==> src/rtl/pio_display_arbiter_if.sv <==
// Bundle of the requester handshake and display-side outputs of pio_display_arbiter.
// The master modport is the requester/board side; the slave modport is the arbiter.
interface pio_display_arbiter_if;
  logic [2:0]  req_valid;
  logic [95:0] req_data;
  logic [2:0]  req_ready;
  logic [31:0] disp_data;
  logic [1:0]  disp_src;
  logic        disp_update;
  logic        busy;

  modport master (
    output req_valid, req_data,
    input  req_ready, disp_data, disp_src, disp_update, busy
  );

  modport slave (
    input  req_valid, req_data,
    output req_ready, disp_data, disp_src, disp_update, busy
  );
endinterface

==> src/rtl/pio_display_arbiter.sv <==
// Round-robin owner of the hex display path with a minimum hold time per grant.
// Optional macro DISP_ARB_HOST_PREEMPT_EN lets the host (requester 0) cut a hold short.
module pio_display_arbiter #(
  parameter int HOLD_CYCLES = 50_000_000,
  parameter int CNT_W       = 26
) (
  input  logic                 clk,
  input  logic                 reset,
  pio_display_arbiter_if.slave bus
);

  localparam logic [0:0] IDLE = 1'b0;
  localparam logic [0:0] HOLD = 1'b1;

  logic [0:0]       state_reg;
  logic [CNT_W-1:0] cnt_reg;
  logic [1:0]       last_reg;
  logic [31:0]      disp_data_reg;
  logic [1:0]       disp_src_reg;
  logic             disp_update_reg;

  logic [1:0]  first_idx;
  logic [1:0]  cand_idx [3];
  logic [2:0]  cand_valid;
  logic [1:0]  win_idx;
  logic        any_valid;
  logic [2:0]  ready;
  logic        xfer;
  logic [1:0]  xfer_idx;
  logic [31:0] xfer_data;

  // Search starts just after the last grant and wraps modulo 3.
  assign first_idx = (last_reg == 2'd2) ? 2'd0 : last_reg + 2'd1;

  generate
    for (genvar gi = 0; gi < 3; gi++) begin : g_cand
      logic [2:0] sum;
      assign sum            = {1'b0, first_idx} + 3'(gi);
      assign cand_idx[gi]   = (sum >= 3'd3) ? 2'(sum - 3'd3) : sum[1:0];
      assign cand_valid[gi] = bus.req_valid[cand_idx[gi]];
    end
  endgenerate

  always_comb begin
    win_idx = 2'd0;
    if (cand_valid[0])      win_idx = cand_idx[0];
    else if (cand_valid[1]) win_idx = cand_idx[1];
    else if (cand_valid[2]) win_idx = cand_idx[2];
  end

  assign any_valid = |cand_valid;

  always_comb begin
    ready = 3'b000;
    if (!reset) begin
      if (state_reg == IDLE) begin
        if (any_valid) ready = 3'b001 << win_idx;
      end
`ifdef DISP_ARB_HOST_PREEMPT_EN
      else if (disp_src_reg != 2'd0) begin
        ready[0] = bus.req_valid[0];
      end
`endif
    end
  end

  // Outside IDLE the only possible transfer is a host preemption.
  assign xfer     = |(ready & bus.req_valid);
  assign xfer_idx = (state_reg == IDLE) ? win_idx : 2'd0;

  always_comb begin
    case (xfer_idx)
      2'd1:    xfer_data = bus.req_data[63:32];
      2'd2:    xfer_data = bus.req_data[95:64];
      default: xfer_data = bus.req_data[31:0];
    endcase
  end

  always_ff @(posedge clk) begin
    if (reset) begin
      state_reg       <= IDLE;
      cnt_reg         <= '0;
      last_reg        <= 2'd2;
      disp_data_reg   <= 32'd0;
      disp_src_reg    <= 2'd3;
      disp_update_reg <= 1'b0;
    end else begin
      disp_update_reg <= 1'b0;
      if (xfer) begin
        disp_data_reg   <= xfer_data;
        disp_src_reg    <= xfer_idx;
        last_reg        <= xfer_idx;
        cnt_reg         <= '0;
        state_reg       <= HOLD;
        disp_update_reg <= 1'b1;
      end else if (state_reg == HOLD) begin
        if (cnt_reg == CNT_W'(HOLD_CYCLES - 1)) begin
          state_reg <= IDLE;
          cnt_reg   <= '0;
        end else begin
          cnt_reg <= cnt_reg + 1'b1;
        end
      end
    end
  end

  assign bus.req_ready   = ready;
  assign bus.disp_data   = disp_data_reg;
  assign bus.disp_src    = disp_src_reg;
  assign bus.disp_update = disp_update_reg;
  assign bus.busy        = (state_reg == HOLD);

endmodule

==> src/flat_wrapper.sv <==
// flat-port wrapper written by rule: the top's interface ports become plain ports
module pio_display_arbiter_flat 
#(
  parameter int HOLD_CYCLES = 50_000_000,
  parameter int CNT_W       = 26
)
  (clk, reset, bus_req_valid, bus_req_data, bus_req_ready, bus_disp_data, bus_disp_src, bus_disp_update, bus_busy);
  pio_display_arbiter_if bus_i ();
  input  logic clk;
  input  logic reset;
  input wire logic [$bits(bus_i.req_valid)-1:0] bus_req_valid;
  input wire logic [$bits(bus_i.req_data)-1:0] bus_req_data;
  output wire logic [$bits(bus_i.req_ready)-1:0] bus_req_ready;
  output wire logic [$bits(bus_i.disp_data)-1:0] bus_disp_data;
  output wire logic [$bits(bus_i.disp_src)-1:0] bus_disp_src;
  output wire logic [$bits(bus_i.disp_update)-1:0] bus_disp_update;
  output wire logic [$bits(bus_i.busy)-1:0] bus_busy;
  assign bus_i.req_valid = bus_req_valid;
  assign bus_i.req_data = bus_req_data;
  assign bus_req_ready = bus_i.req_ready;
  assign bus_disp_data = bus_i.disp_data;
  assign bus_disp_src = bus_i.disp_src;
  assign bus_disp_update = bus_i.disp_update;
  assign bus_busy = bus_i.busy;
  pio_display_arbiter #(.HOLD_CYCLES(HOLD_CYCLES), .CNT_W(CNT_W)) u_core (.clk(clk), .reset(reset), .bus(bus_i));
endmodule
==> config.mk <==
export PLATFORM = sky130hd
export DESIGN_NAME = pio_display_arbiter_flat
export DESIGN_NICKNAME = d
export VERILOG_FILES = /design/src/rtl/pio_display_arbiter_if.sv /design/src/rtl/pio_display_arbiter.sv /design/src/flat_wrapper.sv
export SDC_FILE = /design/constraint.sdc
export NUM_CORES = 1
export LEC_CHECK = 0
export BUFFER_PORTS_ARGS = -buffer_cell sky130_fd_sc_hd__buf_4
export CAP_MARGIN = 20
export CORE_MARGIN = 2
export CORE_UTILIZATION = 48
export CTS_CLUSTER_SIZE = 30
export DETAILED_ROUTE_END_ITERATION = 10
export PLACE_DENSITY = 0.77
export SLEW_MARGIN = 20
export SYNTH_ARGS = -nofsm -noshare
export SYNTH_HDL_FRONTEND = slang
export SYNTH_SLANG_ARGS = --single-unit
export TNS_END_PERCENT = 10
==> constraint.sdc <==
create_clock -name clk -period 2.95 [get_ports clk]
set_clock_uncertainty 0.1 [all_clocks]
set_input_delay 0.59 -clock clk [delete_from_list [all_inputs] [get_ports clk]]
set_output_delay 0.59 -clock clk [all_outputs]
set_load 0.01 [all_outputs]
==> summary.txt <==
STA
  – Final setup violation count: 0
  – Final hold violation count: 0
  – Fin crit period: approximately 2.5 ns
  – Fmax achieved: 402 MHz
  – Hold WS: 0.353 ns
  – Worst slew margin relative to its limit: 50.8%
  – Worst Max-Slew Pin Slew: 0.735 ns
  – Setup repair after global routing missed its margin: false
  – Share of the cycle needed by the critical path after routing: a little over four fifths
  – Final slew viol count: 0
  – Setup TNS: 0 ns

Pwr
  – Power, Total: 2280 uW
  – P per Cell Area: 506 mW/mm^2
  – Static leakage: 0.00194 uW
  – Max VDD drop: about 0.39 mV

Final layout
  – Filler instances: approximately 540
  – Largest register FFs: 32
  – Count of antenna diodes in the layout: 0
  – Relative area change from synthesis to final layout: 41.0%
  – Util after Layout: between 70% and 80%
  – Fraction of final layout cells with drive strength greater than 1: between 30% and 40%
  – Post-route insts no fill: ~640
  – Net count, final: 666
  – Commonest cells after routing, fill and taps aside: sky130_fd_sc_hd__buf_4, sky130_fd_sc_hd__nand2_1, sky130_fd_sc_hd__dfxtp_1
  – Commonest non-fill, non-tap cell in the layout: sky130_fd_sc_hd__buf_4

Worst setup path
  – Category of the critical setup timing path: flop to output port
  – Critical-path maximum fanout: 17
  – CP peak stage delay: 0.64 ns
  – CP endpoint kind: output port
  – Crit-path cells: or2_2, nor2_1, and3b_1, buf_4
  – Required time reported for the critical path endpoint: 2.26 ns
  – Critical path arrival: 1.80 ns
  – CP Launch Type: flop
  – Slowest-stage cell, CP: sky130_fd_sc_hd__dfxtp_1

Clock tree
  – Clock buffers created by TritonCTS: 9
  – Total clock sinks: 63
  – Clock root buffer: sky130_fd_sc_hd__clkbuf_8
  – Maximum number of buffers from clock root to sink: 2
  – H-tree level count: 3
  – Number of setup buffers added after CTS: 0
  – Total of hold buffers inserted after clock tree synthesis: 0
  – Clock Pin Slew Worst Setup and Hold Paths: 0.07 ns
  – TritonCTS clock tree: built
  – Skew-Pair Late Insertion Delay: 0.34 ns
  – Cts repair resizes: 0

Drt
  – Routed wire length on met2: 4760 um
  – TritonRoute pass-1 iters: 5
  – Routed met3 length: 682 um
  – Number of remaining DRC errors: 0
  – Top metal layer carrying routed signals: met4
  – Vias after detailed routing: approximately 3500
  – Drt total wl: 9490 um
  – Number of DRC markers in iteration 0: slightly below 200
  – Count of antenna-violating nets left after detailed routing: 0
  – Post-DR wirelength/cell: 14.7 um
  – Avg Vias per Cell: ~5.4
  – M1 WL: between 3000 and 4000 um

Floorplan
  – Total number of placement rows: 29
  – Die area: about 0.0073 mm^2
  – Initial core utilization: 50.0%
  – Die Wd: 85.6 um
  – Ports placed on the boundary: 140
  – Core ar.: 0.00639 mm^2
  – Overall die height: 85.6 um

Logic synthesis
  – Syn avg cell area: 7.35 um^2
  – Biggest area contributors in the synthesized netlist: sky130_fd_sc_hd__dfxtp_1, sky130_fd_sc_hd__nand2_1, sky130_fd_sc_hd__a22oi_1, sky130_fd_sc_hd__a21oi_1, sky130_fd_sc_hd__o21ai_0
  – Synth Cell Area: 0.00320 mm^2
  – Area share of the leading cell type in the synthesized netlist: about two fifths
  – Area leader, netlist: sky130_fd_sc_hd__dfxtp_1
  – Mapped Cells: 435
  – Flop and latch count out of synthesis: 63
  – Mapped Nets: 539
  – Synth unique cells: 35
  – Number of warnings printed during yosys synthesis: 0
  – Sequential area share after synthesis: about two fifths

Place
  – Placer Congestion: 0.805
  – Buffers on Ports: around 140
  – Number of cells after detailed placement: about 630
  – Placed wire-length estimate: 6810 um

Global route
  – Antenna violations before repair: 0
  – Pin count of the biggest net entering global routing: 49
  – Remaining global-route overflow: 0
  – Overall global routing resource usage: 26.2%
  – Number of global-route vias before repair: 3298
  – First-pass GRT wire length: about 15000 um

Run status
  – Run status: finished clean

Hold path
  – Hold/Removal Path Class: flop to flop

Job
  – Maxcap violations: 0
## cells in the mapped netlist
| master | n |
|---|---|
| sky130_fd_sc_hd__nor2_1 | 31 |
| sky130_fd_sc_hd__o21ai_0 | 36 |
| sky130_fd_sc_hd__a22oi_1 | 32 |
| sky130_fd_sc_hd__or3_1 | 2 |
| sky130_fd_sc_hd__inv_1 | 3 |
| sky130_fd_sc_hd__nand3b_1 | 4 |
| sky130_fd_sc_hd__xnor2_1 | 3 |
| sky130_fd_sc_hd__nand4_1 | 13 |
| sky130_fd_sc_hd__a31oi_1 | 2 |
| sky130_fd_sc_hd__buf_6 | 1 |
| sky130_fd_sc_hd__buf_2 | 2 |
| sky130_fd_sc_hd__nand2_1 | 115 |
| sky130_fd_sc_hd__nand2b_1 | 3 |
| sky130_fd_sc_hd__nor2b_1 | 2 |
| sky130_fd_sc_hd__xor2_1 | 17 |
| sky130_fd_sc_hd__nor3_1 | 4 |
| sky130_fd_sc_hd__clkbuf_1 | 25 |
| sky130_fd_sc_hd__or4_1 | 1 |
| sky130_fd_sc_hd__and3_1 | 5 |
| sky130_fd_sc_hd__nand3_1 | 9 |
| sky130_fd_sc_hd__o22ai_1 | 1 |
| sky130_fd_sc_hd__a21oi_1 | 44 |
| sky130_fd_sc_hd__and2_1 | 1 |
| sky130_fd_sc_hd__dfxtp_1 | 63 |
| sky130_fd_sc_hd__and4_1 | 1 |
| sky130_fd_sc_hd__ha_1 | 3 |
| sky130_fd_sc_hd__or2_2 | 4 |
| sky130_fd_sc_hd__a31o_2 | 1 |
| sky130_fd_sc_hd__or4_2 | 1 |
| sky130_fd_sc_hd__buf_12 | 1 |
| sky130_fd_sc_hd__nor4_4 | 1 |
| sky130_fd_sc_hd__and4_2 | 1 |
| sky130_fd_sc_hd__and3b_1 | 1 |
| sky130_fd_sc_hd__buf_1 | 1 |
| sky130_fd_sc_hd__buf_4 | 1 |
## worst max-delay path: cells and delay by family (launching register included)
family / cells / cell delay, ns
buffers and inverters: 1 / 0.14
and+or+nand+nor: 3 / 0.68
DFF: 1 / 0.64
## kinds of logic (layout without fill, tap and decap cells)
group                      Yosys count  count (layout)  share of synthesized area, %
adders and majority gates            3               3                          1.17
and+or+nand+nor                    199             199                          28.0
AOI/OAI and AO/OA                  116             116                          20.9
xor gates and xnor gates            20              20                          5.48
buffers and inverters               34             166                          4.93
DFF                                 63              63                          39.5
## cell type report
| class | instances | area, um^2 | share of cell area (%) |
|---|---|---|---|
| clock buffer | 14 | 183 | 4.05 |
| clock inverter | 2 | 60.1 | 1.33 |
| inverter | 3 | 11.3 | 0.250 |
| multi-input combinational | 338 | 1780 | 39.5 |
| sequential | 63 | 1260 | 28.0 |
| tap | 77 | 96.3 | 2.14 |
| timing repair buffer | 147 | 1120 | 24.8 |
## worst paths after layout
path / start / to / slack (ns) / cells past startpoint
worst max-delay path: u_core.bus.busy / bus_req_ready[2] / 0.46 / 4
worst min-delay path: u_core.bus.disp_data[2] / u_core.bus.disp_data[2] / 0.35 / 2
worst max register to register: u_core.bus.busy / u_core.cnt_reg[24] / 0.68 / 5
worst min register to register: u_core.bus.disp_data[2] / u_core.bus.disp_data[2] / 0.35 / 2
## routing by layer
metal	track usage, %	up-vias
met5	0	-
met2	43.5	110
met1	30.9	1622
met3	9.72	10
met4	9.38	0
li1	-	1752
## through the flow
| stage | instance area, um^2 | setup WS, ns |
|---|---|---|
| after detailed placement | 4260 | 0.433 |
| after global placement | 4260 | 0.467 |
| after global routing | 4510 | 0.287 |
| after CTS | 4510 | 0.438 |
| final | 4510 | 0.462 |
| after floorplan | 3200 | 0.613 |
## power breakdown
part	switching, uW	internal [uW]
combinational	231	226
clock	323	569
sequential	32.8	897
total	587	1690
(Power assumes the default switching activity.)
